==> config.mk <==
export PLATFORM = sky130hd
export DESIGN_NAME = bit_collector_flat
export DESIGN_NICKNAME = d
export VERILOG_FILES = /design/src/rtl/bit_collector_if.sv /design/src/rtl/bit_collector.sv /design/src/flat_wrapper.sv
export SDC_FILE = /design/constraint.sdc
export NUM_CORES = 1
export LEC_CHECK = 0
export CAP_MARGIN = 10
export CORE_MARGIN = 4
export CORE_UTILIZATION = 30
export DETAILED_ROUTE_END_ITERATION = 8
export SYNTH_ARGS = -nofsm -noshare
export SYNTH_HDL_FRONTEND = slang
export SYNTH_SLANG_ARGS = --single-unit
==> constraint.sdc <==
create_clock -name clk -period 2.1 [get_ports clk]
set_clock_uncertainty 0.15 [all_clocks]
set_input_delay 0.42 -clock clk [delete_from_list [all_inputs] [get_ports clk]]
set_output_delay 0.42 -clock clk [all_outputs]
set_load 0.05 [all_outputs]
==> src/rtl/bit_collector_if.sv <==
// Character-in / word-out bundle for bit_collector.
// The echo signals exist only when BIT_COLLECTOR_ECHO_EN is defined.
interface bit_collector_if #(
    parameter int unsigned NBITS = 8
);
    logic [7:0]       char_in;
    logic             char_valid;
    logic             char_ready;
    logic [3:0]       addr;
    logic [NBITS-1:0] word_out;
    logic             word_valid;
    logic             err;
`ifdef BIT_COLLECTOR_ECHO_EN
    logic [7:0]       echo_out;
    logic             echo_valid;
    logic             echo_ready;
`endif

    // master: character source / word consumer; slave: the collector
    modport master (
        output char_in, char_valid,
        input  char_ready, addr, word_out, word_valid, err
`ifdef BIT_COLLECTOR_ECHO_EN
        , input echo_out, echo_valid,
        output echo_ready
`endif
    );

    modport slave (
        input  char_in, char_valid,
        output char_ready, addr, word_out, word_valid, err
`ifdef BIT_COLLECTOR_ECHO_EN
        , output echo_out, echo_valid,
        input  echo_ready
`endif
    );
endinterface

==> src/rtl/bit_collector.sv <==
// Collects ASCII "0"/"1" characters into an NBITS word and publishes it bit-reversed.
// Define BIT_COLLECTOR_ECHO_EN to add the EMIT state that echoes the word as ASCII.
module bit_collector #(
    parameter int unsigned NBITS = 8
) (
    input  logic           clk,
    input  logic           reset,
    bit_collector_if.slave bus
);

`ifdef BIT_COLLECTOR_ECHO_EN
    typedef enum logic {COLLECT = 1'b0, EMIT = 1'b1} state_t;
`else
    typedef enum logic {COLLECT = 1'b0} state_t;
`endif

    state_t           state_q, state_d;
    logic [3:0]       addr_q, addr_d;
    logic [NBITS-1:0] in_word_q, in_word_d;
    logic [NBITS-1:0] word_out_q, word_out_d;
    logic             word_valid_q, word_valid_d;
    logic             err_q, err_d;
    logic             char_ready;
    logic             accept;
    logic             is_bit;
    logic [NBITS-1:0] bit_mask;
`ifdef BIT_COLLECTOR_ECHO_EN
    logic [7:0]       echo_out_q, echo_out_d;
    logic             echo_valid_q, echo_valid_d;
    logic [3:0]       echo_cnt_q, echo_cnt_d;
    logic [NBITS-1:0] echo_shift;
`endif

    assign char_ready = (state_q == COLLECT);
    assign accept     = bus.char_valid && char_ready;
    assign is_bit     = (bus.char_in == 8'h30) || (bus.char_in == 8'h31);
    assign bit_mask   = NBITS'(1) << addr_q;

    always_comb begin
        state_d      = state_q;
        addr_d       = addr_q;
        in_word_d    = in_word_q;
        word_out_d   = word_out_q;
        word_valid_d = 1'b0;
        err_d        = 1'b0;
`ifdef BIT_COLLECTOR_ECHO_EN
        echo_out_d   = echo_out_q;
        echo_valid_d = echo_valid_q;
        echo_cnt_d   = echo_cnt_q;
        echo_shift   = '0;
`endif
        if (accept) begin
            if (is_bit) begin
                in_word_d = bus.char_in[0] ? (in_word_q | bit_mask) : (in_word_q & ~bit_mask);
                if (addr_q == 4'(NBITS - 1)) begin
                    addr_d       = '0;
                    word_out_d   = {<<{in_word_d}};
                    word_valid_d = 1'b1;
`ifdef BIT_COLLECTOR_ECHO_EN
                    // first echo character goes out alongside word_valid
                    state_d      = EMIT;
                    echo_valid_d = 1'b1;
                    echo_cnt_d   = '0;
                    echo_out_d   = {7'b0011000, word_out_d[0]};
`endif
                end else begin
                    addr_d = addr_q + 4'd1;
                end
            end else begin
                err_d = 1'b1;
            end
        end
`ifdef BIT_COLLECTOR_ECHO_EN
        if ((state_q == EMIT) && echo_valid_q && bus.echo_ready) begin
            if (echo_cnt_q == 4'(NBITS - 1)) begin
                state_d      = COLLECT;
                echo_valid_d = 1'b0;
                echo_cnt_d   = '0;
            end else begin
                echo_cnt_d = echo_cnt_q + 4'd1;
                echo_shift = word_out_q >> echo_cnt_d;
                echo_out_d = {7'b0011000, echo_shift[0]};
            end
        end
`endif
    end

    always_ff @(posedge clk or posedge reset) begin
        if (reset) begin
            state_q      <= COLLECT;
            addr_q       <= '0;
            in_word_q    <= '0;
            word_out_q   <= '0;
            word_valid_q <= 1'b0;
            err_q        <= 1'b0;
`ifdef BIT_COLLECTOR_ECHO_EN
            echo_out_q   <= 8'h30;
            echo_valid_q <= 1'b0;
            echo_cnt_q   <= '0;
`endif
        end else begin
            state_q      <= state_d;
            addr_q       <= addr_d;
            in_word_q    <= in_word_d;
            word_out_q   <= word_out_d;
            word_valid_q <= word_valid_d;
            err_q        <= err_d;
`ifdef BIT_COLLECTOR_ECHO_EN
            echo_out_q   <= echo_out_d;
            echo_valid_q <= echo_valid_d;
            echo_cnt_q   <= echo_cnt_d;
`endif
        end
    end

    assign bus.char_ready = char_ready;
    assign bus.addr       = addr_q;
    assign bus.word_out   = word_out_q;
    assign bus.word_valid = word_valid_q;
    assign bus.err        = err_q;
`ifdef BIT_COLLECTOR_ECHO_EN
    assign bus.echo_out   = echo_out_q;
    assign bus.echo_valid = echo_valid_q;
`endif

endmodule

==> src/flat_wrapper.sv <==
// flat-port wrapper written by rule: the top's interface ports become plain ports
module bit_collector_flat 
#(
    parameter int unsigned NBITS = 8
)
  (clk, reset, bus_char_in, bus_char_valid, bus_char_ready, bus_addr, bus_word_out, bus_word_valid, bus_err);
  bit_collector_if #(.NBITS(NBITS)) bus_i ();
  input  logic clk;
  input  logic reset;
  input wire logic [$bits(bus_i.char_in)-1:0] bus_char_in;
  input wire logic [$bits(bus_i.char_valid)-1:0] bus_char_valid;
  output wire logic [$bits(bus_i.char_ready)-1:0] bus_char_ready;
  output wire logic [$bits(bus_i.addr)-1:0] bus_addr;
  output wire logic [$bits(bus_i.word_out)-1:0] bus_word_out;
  output wire logic [$bits(bus_i.word_valid)-1:0] bus_word_valid;
  output wire logic [$bits(bus_i.err)-1:0] bus_err;
  assign bus_i.char_in = bus_char_in;
  assign bus_i.char_valid = bus_char_valid;
  assign bus_char_ready = bus_i.char_ready;
  assign bus_addr = bus_i.addr;
  assign bus_word_out = bus_i.word_out;
  assign bus_word_valid = bus_i.word_valid;
  assign bus_err = bus_i.err;
  bit_collector #(.NBITS(NBITS)) u_core (.clk(clk), .reset(reset), .bus(bus_i));
endmodule
Word level (Yosys, flattened, before mapping):

Cells that the tools add are included.

* register bits: 22
* bits of input ports: 11
* output and inout bits: 15
* logic and storage cells: 23

* add/sub/neg operators: 1
* equality and inequality tests: 3
* shifts and indexed selects: 1
* muxes and demuxes: 7
* bitwise gates (word level): 3
* reduce and logical (&&, ||, !) cells: 3

Operators by type and width (count)
* $eq 8x6->1 const B: 2
* $and 8x8->8: 1
* $mux 8: 1
* $not 8->8: 1
* $or 8x8->8: 1
* $shl 1x4->8 const A: 1
* $mux 1: 5
* $add 4x1->4 const B: 1
* $eq 4x3->1 const B: 1
* $mux 4: 1
* $reduce_and 3->1: 1
* $reduce_and 2->1: 1
* $logic_or 1x1->1: 1

Depth between registers and ports, before layout:

* depth in word-level cells: 4
* gate-level depth with buffers: 6
* gate-level depth less buffers: 5

Worst setup path before layout:

Ideal clock, no wire load.

* path kind: register to register
* start: reg u_core.addr_q[0] (netlist: u_core.bus.addr[0])
* end: reg u_core.word_out_q[0] (netlist: u_core.bus.word_out[0])
* setup time: 0.125 ns
* arrival: 1.924 ns
* required time: 1.825 ns
* slack: -0.099 ns
* stages on the path, launching flop included: 6
* buffers on the path: 0
* clock period less this slack: 2.199 ns
* path through: dfrtp_1 ha_1 ha_1 nor2b_1 mux2_2 mux2_2

* word-level cells in the longest chain between the ends: 4
* elaborated cells on any way between the ends: 7
* classes of those cells: 1 x eq/ne; 1 x shift; 1 x mux; 3 x bitwise; 1 x reduce/logical

RTL lines
* start: declaration: line bit_collector.sv:18 `logic [3:0] addr_q, addr_d;`
* start signal: assignment: line bit_collector.sv:103 `addr_q <= addr_d;`
* $shl 1x4->8: line bit_collector.sv:37 `assign bit_mask = NBITS'(1) << addr_q;`
* $not 8->8: line bit_collector.sv:54 `in_word_d = bus.char_in[0] ? (in_word_q | bit_mask) : (in_word_q & ~bit_mask);`
* $and 8x8->8: line bit_collector.sv:54
* $mux 8: line bit_collector.sv:54
* end signal: assignment: line bit_collector.sv:105 `word_out_q <= word_out_d;`
* end: declaration: line bit_collector.sv:20 `logic [NBITS-1:0] word_out_q, word_out_d;`

Several ways; a longest one is shown, not always the timed one.
A chain may end at the register's enable or synchronous reset.

Final worst setup path:

* start: reg u_core.word_out_q[7] (netlist: u_core.bus.word_out[7])
* end: out bus_word_out[7]

RTL lines
* end: declaration: line flat_wrapper.sv:14 `output wire logic [$bits(bus_i.word_out)-1:0] bus_word_out;`

No word-level cell between the ends.

==> flow_summary.toml <==
[timing]
hold_ws_ns = 0.146
finalSetupViolCount = 0
relSlewSlack = 0.666
slew_viol_final = 0
rsz0062_at_grt = "false"
period_minus_slack_ns = 2.00
fmax_ghz = 0.499
worstMarginPinSlew_ns = 0.499
min_period_over_period = 0.954
hold_violations = 0

[run_status]
outcome = "complete, no violations"

[synthesis]
synth_area_sq_um = 1210
synth-main-ff-cell = "dfrtp_1"
synth_area_per_cell_sq_um = 12.6
ys_seq_elements = 22
postSynthCellCount = 96
ys_top_cells_by_count = "mux2_2, dfrtp_1, ha_1, nand3_1, inv_1"
muxShareOfSynthArea = 0.261
synth.most_common_cell = "mux2_2"
ys_async_sr_fraction = 1.00
synth-edff-count = 0
ys_seq_area_frac = 0.456
synth_compound_area_frac = 0.0145
synthXorXnorAreaFrac = 0
synth_area_leader_cell = "dfrtp_1"
synth_top_area_share = 0.456
synth_fa_ha_area_frac = 0.0622
synth_top_family_by_area = "multiplexers"
synth.area.top_cells = "dfrtp_1, mux2_2, ha_1"
synthSimpleGateAreaFrac = 0.158
synth_nets = 113
yosys_warnings = 0
yosysUniqueCellTypes = 23

[clock_network]
worstSkewPairLatency_ns = 0.26
cts.clk_slew.worst_paths_ns = 0.08
tritoncts = "yes"
cts_resized = 0
numCtsBuffers = 3
cts_setup_buffers = 0
htree_levels = 1
postCtsHoldBufs = 0
cts.sinks = 22
cts-root-buf = "clkbuf_8"
clockBufferDepth = 2

[min_path]
hp-class = "input port to async pin"

[worst_setup_path]
criticalPathCategory = "flip-flop to primary output"
cp-end-kind = "primary output"
path_cells = "clkdlybuf4s50_1"
arrival_ns = 1.43
required_ns = 1.53
crit_slowest_cell = "clkdlybuf4s50_1"
critical_path.max_stage_delay_ns = 0.81
crit_fanout = 2
crit_family = "buffers and inverters"
startpoint_type = "flip-flop"
critPathBufInv = 1

[global_route]
grt_use_met3 = 0.0323
grt_max_degree = 22
grt_pass1_vias = 884
gr-usage-all-layers = 0.104
grt_antenna_before_repair = 0
grt_pass1_wl_mm = 4.18
grt_remaining_overflow = 0
gr-usage-met2 = 0.169
grt_util_met1 = 0.129
top_usage_layer = "met2"

[drt]
drc_errors = 0
antenna_left = 0
wl_mm = 2.44
vias = 803
first_pass_iters = 4
routedWlPerCell_um = 14.2
drtIter0Drc = 28
via_per_inst = 4.67

[floorplan]
num_io_pins = 26
start_util = 0.320
die_w_um = 71.4
core_region_area_sq_um = 3770
rows = 22
die_h_um = 71.4
die-area_sq_um = 5100

[finish]
stdcell_count = 172
n_antenna_cell = 0
fillers = 358
final_nets = 142
area_growth_pct = 28.5
drive_gt1_frac = 0.435

[job]
cap_violations = 0

[pwr]
leakage_nw = 0.757
vdd_drop_max_mv = 0.287
p_per_area_nw_per_um2 = 543

[placement]
gp_congestion = 0.774
place_hpwl_mm = 1.80
placed_cells = 168
numPortBuffers = 24
-- metal layers --
layer  part of all wire  wire length, um
met1               0.46             1110
met2               0.48             1160
met3              0.048              117
met4              0.018               45
met5                  0                0
-- worst reg2reg max path, cell delays in order, from the launching register on --
cell and delay [ns]:
dfrtp_2 0.45, inv_1 0.11, ha_1 0.21, nor3b_1 0.30, mux2_2 0.37, mux2_2 0.25
-- path summary, 6_finish.rpt --
kind	slack (ns)	startpoint	cells after the start	end
max	0.1	u_core.bus.word_out[7]	1	bus_word_out[7]
min	0.15	reset	2	u_core.bus.word_valid
max reg2reg	0.14	u_core.bus.addr[0]	5	u_core.bus.word_out[5]
min reg2reg	0.36	u_core.in_word_q[4]	1	u_core.in_word_q[4]
max in group asynchronous	1.18	reset	3	u_core.bus.addr[0]
min in group clk	0.36	u_core.in_word_q[4]	1	u_core.in_word_q[4]
-- cell families after synthesis --
logic type / Yosys count
adder cells (fa/ha/maj): 6
multiplexers: 28
AO/OA/AOI/OAI: 3
flip-flops: 22
buffers and inverters: 11
other: 1
AND/OR/NAND/NOR: 25
-- power by group --
part           total, mW  leakage [nW]  internal, mW  switching (mW)
logic              0.103         0.427        0.0467          0.0560
clock network      0.303        0.0288         0.167           0.136
registers          0.437         0.301         0.430         0.00685
total              0.843         0.757         0.644           0.199
-- flip-flops by register name, summed over array words and instances, names as in the netlist --
signal,cells
u_core.bus.addr,4
u_core.bus.err,1
u_core.bus.word_out,8
u_core.bus.word_valid,1
u_core.in_word_q,8
-- through the flow --
step | worst slack, ns | area [sq um] | TNS (ns) | power, mW | util
floorplan | 0.0811 | 1210 | 0 | 0.506 | -
global placement | -0.00801 | 1500 | -0.00801 | 0.547 | 0.397
detailed placement | -0.0185 | 1500 | -0.0416 | 0.549 | 0.397
CTS | 0.0820 | 1550 | 0 | 0.861 | 0.411
global route | 0.0331 | 1550 | 0 | 0.887 | 0.411
finish | 0.0969 | 1550 | 0 | 0.843 | 0.411
-- cell type report --
cell class	count	area, sq um	share of cell area
timing repair buffer	30	263	0.169
multi-input combinational	63	602	0.388
inverter	5	18.8	0.0121
sequential	22	553	0.356
tap	48	60.1	0.0387
clock buffer	4	55.1	0.0355
-- placed cells by master, fill, tap and decap left out --
cell type        Yosys  layout
and3_1               1       1
a21boi_0             1       1
nand4_2              1       1
nor3b_1              3       3
buf_4                3      15
ha_1                 6       6
nor2b_4              1       1
nor2_1               1       1
nand2_2              1       1
conb_1               1       1
nor3_1               1       1
nand4_1              3       3
inv_1                5       5
dfrtp_1             22      20
nand3b_1             3       3
nor2b_1              2       2
a21oi_1              2       2
mux2_2              28      28
nor4b_4              1       1
clkbuf_8             0       4
clkdlybuf4s50_1      0      15
nand3_1              6       6
dfrtp_2              0       2
and4bb_2             1       1
Note: power is estimated with default switching activity, not from simulation.
